<file path="src/rtl/tcad_delay_if.sv">
// Host-to-TCAD stream bundle: init/run strobes, packed configuration word and ex_bus.
interface tcad_delay_if #(
  parameter int unsigned H_C_W = 832,
  parameter int unsigned EX_W  = 44
);
  logic             init;
  logic             run;
  logic [H_C_W-1:0] host_controller;
  logic [EX_W-1:0]  ex_bus;

  // Producer side of the bundle
  modport master (
    output init,
    output run,
    output host_controller,
    output ex_bus
  );

  // Consumer side of the bundle
  modport slave (
    input init,
    input run,
    input host_controller,
    input ex_bus
  );
endinterface

</file>
<file path="src/rtl/tcad_delay.sv">
// Alignment stage: delays init, run, host_controller and ex_bus by DEPTH cycles
// so all four reach the TCAD core cycle-aligned. No field is decoded or altered.
module tcad_delay #(
  parameter int unsigned DEPTH      = 1,
  parameter int unsigned PE_INST_W  = 48,
  parameter int unsigned LSU_INST_W = 11,
  parameter int unsigned SPM_INST_W = 20,
  parameter int unsigned A_W        = 10
) (
  input  logic               clk,
  input  logic               rst,
  tcad_delay_if.slave        in_if,
  tcad_delay_if.master       out_if
);

  localparam int unsigned CONFIG_W = LSU_INST_W + 4 * PE_INST_W;
  localparam int unsigned H_C_W    = SPM_INST_W + 4 * CONFIG_W;
  localparam int unsigned EX_W     = A_W + 34;
  // One stage word carries every stream: {init, run, host_controller, ex_bus}
  localparam int unsigned STAGE_W  = 2 + H_C_W + EX_W;

  // Bit positions of each stream inside a stage word
  localparam int unsigned EX_LSB   = 0;
  localparam int unsigned HC_LSB   = EX_W;
  localparam int unsigned RUN_BIT  = EX_W + H_C_W;
  localparam int unsigned INIT_BIT = EX_W + H_C_W + 1;

  logic [STAGE_W-1:0] in_word;

  // Gather the input streams into one stage word
  assign in_word = {in_if.init, in_if.run, in_if.host_controller, in_if.ex_bus};

  if (DEPTH > 8) begin : g_bad_depth
    $error("tcad_delay: DEPTH must be in 0..8");
  end

  if (DEPTH == 0) begin : g_bypass
    // Clock and reset have no role in pass-through mode
    logic unused_bypass;
    assign unused_bypass = clk ^ rst;

    // Combinational pass-through, reset has no effect
    assign out_if.init            = in_word[INIT_BIT];
    assign out_if.run             = in_word[RUN_BIT];
    assign out_if.host_controller = in_word[HC_LSB +: H_C_W];
    assign out_if.ex_bus          = in_word[EX_LSB +: EX_W];
  end else begin : g_pipe
    logic [STAGE_W-1:0] pipe_q [DEPTH];
    logic [STAGE_W-1:0] pipe_d [DEPTH];

    // Next stage contents: shift by one each cycle, reset clears every stage
    always_comb begin
      for (int k = 0; k < int'(DEPTH); k++) begin
        pipe_d[k] = '0;
      end
      if (!rst) begin
        pipe_d[0] = in_word;
        for (int k = 1; k < int'(DEPTH); k++) begin
          pipe_d[k] = pipe_q[k-1];
        end
      end
    end

    // Stage registers, loaded every rising edge with no enable
    always_ff @(posedge clk) begin
      for (int k = 0; k < int'(DEPTH); k++) begin
        pipe_q[k] <= pipe_d[k];
      end
    end

    // Outputs come straight from the last stage register
    assign out_if.init            = pipe_q[DEPTH-1][INIT_BIT];
    assign out_if.run             = pipe_q[DEPTH-1][RUN_BIT];
    assign out_if.host_controller = pipe_q[DEPTH-1][HC_LSB +: H_C_W];
    assign out_if.ex_bus          = pipe_q[DEPTH-1][EX_LSB +: EX_W];
  end

endmodule

</file>
<file path="src/flat_wrapper.sv">
// flat-port wrapper written by rule: the top's interface ports become plain ports
module tcad_delay_flat 
#(
  parameter int unsigned DEPTH      = 1,
  parameter int unsigned PE_INST_W  = 48,
  parameter int unsigned LSU_INST_W = 11,
  parameter int unsigned SPM_INST_W = 20,
  parameter int unsigned A_W        = 10
)
  (clk, rst, in_if_init, in_if_run, in_if_host_controller, in_if_ex_bus, out_if_init, out_if_run, out_if_host_controller, out_if_ex_bus);
  tcad_delay_if #(.H_C_W((832)), .EX_W((44))) in_if_i ();
  tcad_delay_if #(.H_C_W((832)), .EX_W((44))) out_if_i ();
  input  logic clk;
  input  logic rst;
  input wire logic [$bits(in_if_i.init)-1:0] in_if_init;
  input wire logic [$bits(in_if_i.run)-1:0] in_if_run;
  input wire logic [$bits(in_if_i.host_controller)-1:0] in_if_host_controller;
  input wire logic [$bits(in_if_i.ex_bus)-1:0] in_if_ex_bus;
  output wire logic [$bits(out_if_i.init)-1:0] out_if_init;
  output wire logic [$bits(out_if_i.run)-1:0] out_if_run;
  output wire logic [$bits(out_if_i.host_controller)-1:0] out_if_host_controller;
  output wire logic [$bits(out_if_i.ex_bus)-1:0] out_if_ex_bus;
  assign in_if_i.init = in_if_init;
  assign in_if_i.run = in_if_run;
  assign in_if_i.host_controller = in_if_host_controller;
  assign in_if_i.ex_bus = in_if_ex_bus;
  assign out_if_init = out_if_i.init;
  assign out_if_run = out_if_i.run;
  assign out_if_host_controller = out_if_i.host_controller;
  assign out_if_ex_bus = out_if_i.ex_bus;
  tcad_delay #(.DEPTH(DEPTH), .PE_INST_W(PE_INST_W), .LSU_INST_W(LSU_INST_W), .SPM_INST_W(SPM_INST_W), .A_W(A_W)) u_core (.clk(clk), .rst(rst), .in_if(in_if_i), .out_if(out_if_i));
endmodule
</file>
<file path="config.mk">
export PLATFORM = sky130hd
export DESIGN_NAME = tcad_delay_flat
export DESIGN_NICKNAME = d
export VERILOG_FILES = /design/src/rtl/tcad_delay_if.sv /design/src/rtl/tcad_delay.sv /design/src/flat_wrapper.sv
export SDC_FILE = /design/constraint.sdc
export NUM_CORES = 1
export LEC_CHECK = 0
export BUFFER_PORTS_ARGS = -buffer_cell sky130_fd_sc_hd__buf_2
export CELL_PAD_IN_SITES_DETAIL_PLACEMENT = 1
export CELL_PAD_IN_SITES_GLOBAL_PLACEMENT = 1
export CORE_AREA = 2 2 677 679
export CTS_BUF_LIST = sky130_fd_sc_hd__clkbuf_16
export DETAILED_ROUTE_END_ITERATION = 6
export DIE_AREA = 0 0 679 681
export GPL_ROUTABILITY_DRIVEN = 0
export PLACE_DENSITY = 0.32
export SYNTH_ARGS = -nofsm -noshare
export SYNTH_HDL_FRONTEND = slang
export SYNTH_SLANG_ARGS = --single-unit
export TNS_END_PERCENT = 50
</file>
<file path="constraint.sdc">
create_clock -name clk -period 0.9 [get_ports clk]
set_input_delay 0.09 -clock clk [delete_from_list [all_inputs] [get_ports clk]]
set_output_delay 0.09 -clock clk [all_outputs]
set_load 0.005 [all_outputs]
</file>
== Word level (Yosys, flattened, before mapping) ==
Memory sizes are Yosys's and may differ from the RTL's.
Index checks and enable logic that the tools add are counted.

* Register bits: 0
* Memory bits (writable): 878
* Bits of input ports: 880
* Output and inout bits: 878
* Word-level logic and storage cells: 2
* Memories kept: 1

* Multiplexer cells: 1

{| class="wikitable"
|+ Memories
! name !! words !! width !! read ports !! clocked after Yosys merged registers in !! write ports !! RTL line !! source
|-
| u_core.g_pipe.pipe_q || 1 || 878 || 1 || 0 || 1 || tcad_delay.sv:48 || <nowiki>logic [STAGE_W-1:0] pipe_q [DEPTH];</nowiki>
|}

{| class="wikitable"
|+ Operators by type and width
! kind !! number
|-
| $mux W878 || 1
|}

== Depth between registers and ports, before layout ==
* Depth after elaboration: 1
* Mapped depth: 5
* Depth with buffers taken out: 1

== Worst setup path after synthesis ==
Ideal clock, no wire load.

* Path kind: input to register
* From: input port rst
* To: memory u_core.g_pipe.pipe_q[0][145] in the netlist's numbering
* Setup time: 0.128 ns
* Arrival time: 0.698 ns
* Data required time: 0.772 ns
* Setup slack: 0.074 ns
* Stages on the path: 4
* Buffers on the path: 3
* Cell sequence: buf_2 -> buf_2 -> clkbuf_1 -> nor2b_1

* Longest elaborated chain between the ends: 1

{| class="wikitable"
|+ RTL lines
! element !! RTL line !! source
|-
| start, declared || flat_wrapper.sv:14 || <nowiki>input logic rst;</nowiki>
|-
| $mux W878 || tcad_delay.sv:56 || <nowiki>if (!rst) begin</nowiki>
|-
| end, declared || tcad_delay.sv:48 ||
|}

No other way between the ends.

== Final worst setup path ==
* From: memory u_core.g_pipe.pipe_q[0][718] in the netlist's numbering
* To: output port out_if_host_controller[674]

* Longest elaborated chain between the ends: 1

{| class="wikitable"
|+ RTL lines
! element !! RTL line !! source
|-
| $mem_v2 Z1 W878 || n/a ||
|-
| end, declared || flat_wrapper.sv:21 || <nowiki>output wire logic [$bits(out_if_i.host_controller)-1:0] out_if_host_controller;</nowiki>
|}

No other way between the ends.

==> run metrics <==
status complete, but fails checks; failing checks negative hold slack, negative setup slack; Regs by FF count u_core.g_pipe.pipe_q (878); Max clock buf depth 4; synthesis-to-layout area growth 169%; Net Count, Synth 2,734; Detailed Route WL 308 mm; period utilization 1.62; vias in the first global route 30,700; Post-DRT Antenna Nets 0; layout net count 6,030; Yosys top cell area share 0.735; largest family of logic cells by synthesized area simple AND/OR/NAND/NOR gates; largest net degree at the start of global routing 61; Final Util 0.141; leakage 26.9 nW; switch share 0.275; Clock Power Share 0.467; CTS Buf Count 134; area post-placement 40,600 µm²; DR vias 27,900; drt initial violations 1,002; Synth Register Bits 878; Largest Register u_core.g_pipe.pipe_q; synthesized instance count 1,854; synthesized area 23,900 µm²; overall power 115 mW; Simple-Gate Fraction of Synth Area 0.230; worst hold path type primary input to register; Worst Max-Slew Pin Slew 0.823 ns; total track usage 0.128; CTS sink count 878; complex-gate fraction of the synthesized area 0; CP arrival 1.37 ns; Distinct cells, synth 5; initial antenna violation count 254; Synth Area in XOR/XNOR 0; CTS tree built; Mapped Avg Cell Area 12.9 µm²; I/O Pins 1,758; Critical Path End Type primary output; FP Rows 248; CP max stage cell dfxtp_4; power per standard cell area 1780 nW/µm²; Comb pwr share 0.162; DRC viols 0; Worst path top cell family by delay flip-flops; final std cells w/o fill 11,300; Worst setup SP type register; crit path buf inv count 1; Seq/Total Area, Yosys 0.735; Fill cells 52,900; Setup WS post-layout -0.559 ns; highest-count cells in the layout ignoring fill and taps dlygate4sd3_1, buf_2, nor2b_1; dpl ws -0.567 ns; total gr overflow 0; Synth area leaders dfxtp_1, nor2b_1, buf_6, buf_2, clkbuf_1; post-synthesis adder-cell area fraction 0; Initial Util 0.0525; setup_tns -414.36 ns; crit-path max cell delay 0.40 ns; Port Buffer Count 1,757; Critical Path RT 0.81 ns; worst IR drop on VDD 1140 µV; Setup Buffers After CTS 0; Warnings, synthesis 0; worst hold slack -0.0857 ns; register share of total power 0.371; die area 462,000 µm²; layout cells sized above 1 0.488; Max-Slew Margin vs Limit 0.449; final slew viol count 0; P_sw 31.5 mW; Max Fclk 685 MHz; Pint 83.0 mW; Largest register FFs 878; TritonRoute pass-1 iters 5; Die Height 681 µm; DP Wirelength 271 mm; dpl cells 9,588; chip width 679 µm; Avg Vias per Cell 2.47; wire per inst 27.3 µm; Final setup viols 966; first-pass GRT wire length 374 mm; fin area 64,300 µm²; RSZ-0062 raised after global routing yes; # Max-Cap Violations 0; Final Critical Period 1.46 ns; leading area contributor after synthesis dfxtp_1; Core Box Area 455,000 µm²; cells along the critical path buf_12; CTS H-Tree Depth 4; worst-path fanout max 1; clk slew on worst S/H paths 0.06 ns; Final Hold Viols 19; root buf cell clkbuf_16; mux contribution to synthesized area 0; commonest non-fill, non-tap cell in the layout dlygate4sd3_1; kind of critical path register to primary output
kinds of logic after synthesis:
group | count (synthesis)
flops | 878
simple gates | 878
buf+inv | 98
Yosys cell counts:
| cell type | instances |
|---|---|
| buf_2 | 37 |
| nor2b_1 | 878 |
| buf_6 | 56 |
| dfxtp_1 | 878 |
| clkbuf_1 | 5 |
power by group through the flow:
stage | Sequential (mW) | Combinational (mW) | Clock, mW
floorplan | 42.6 | 2.01 | 0
CTS | 42.4 | 18.7 | 56.2
finish | 42.4 | 18.6 | 53.5
detailed placement | 42.7 | 11.4 | 0
global route | 42.6 | 19.9 | 57.3
global placement | 42.7 | 11.4 | 0
per-layer routing:
metal	wire, µm	global-route usage	vias up
li1	-	-	12300
met1	111000	0.132	13200
met2	142000	0.214	1643
met3	42900	0.0814	673
met4	12200	0.0376	40
met5	242	0	-
final timing paths:
kind | start | end | slack, ns | cells after the start
worst max-delay path | u_core.g_pipe.pipe_q[0][718]$_SDFF_PP0_ | out_if_host_controller[674] | -0.56 | 1
worst min-delay path | rst | u_core.g_pipe.pipe_q[0][849]$_SDFF_PP0_ | -0.09 | 3
area by class of cell:
| class | instances | area (µm²) | share of cell area |
|---|---|---|---|
| repair buffers | 3258 | 28400 | 0.442 |
| clock buffers | 137 | 3430 | 0.0533 |
| well taps | 6000 | 7510 | 0.117 |
| multi-input cells | 878 | 5490 | 0.0854 |
| diodes | 47 | 118 | 0.00183 |
| flip-flops and latches | 878 | 18400 | 0.287 |
| clock inverters | 100 | 893 | 0.0139 |
what timing repair did:
action / 4_1_cts / 5_1_grt
hold buffers: 1427 / 7
setup endpoints to repair: 878 / 1052
pin swaps: 0 / 0
endpoints found under the hold margin: 878 / 43
resized for setup: 1490 / 367
(Power assumes the default switching activity.)
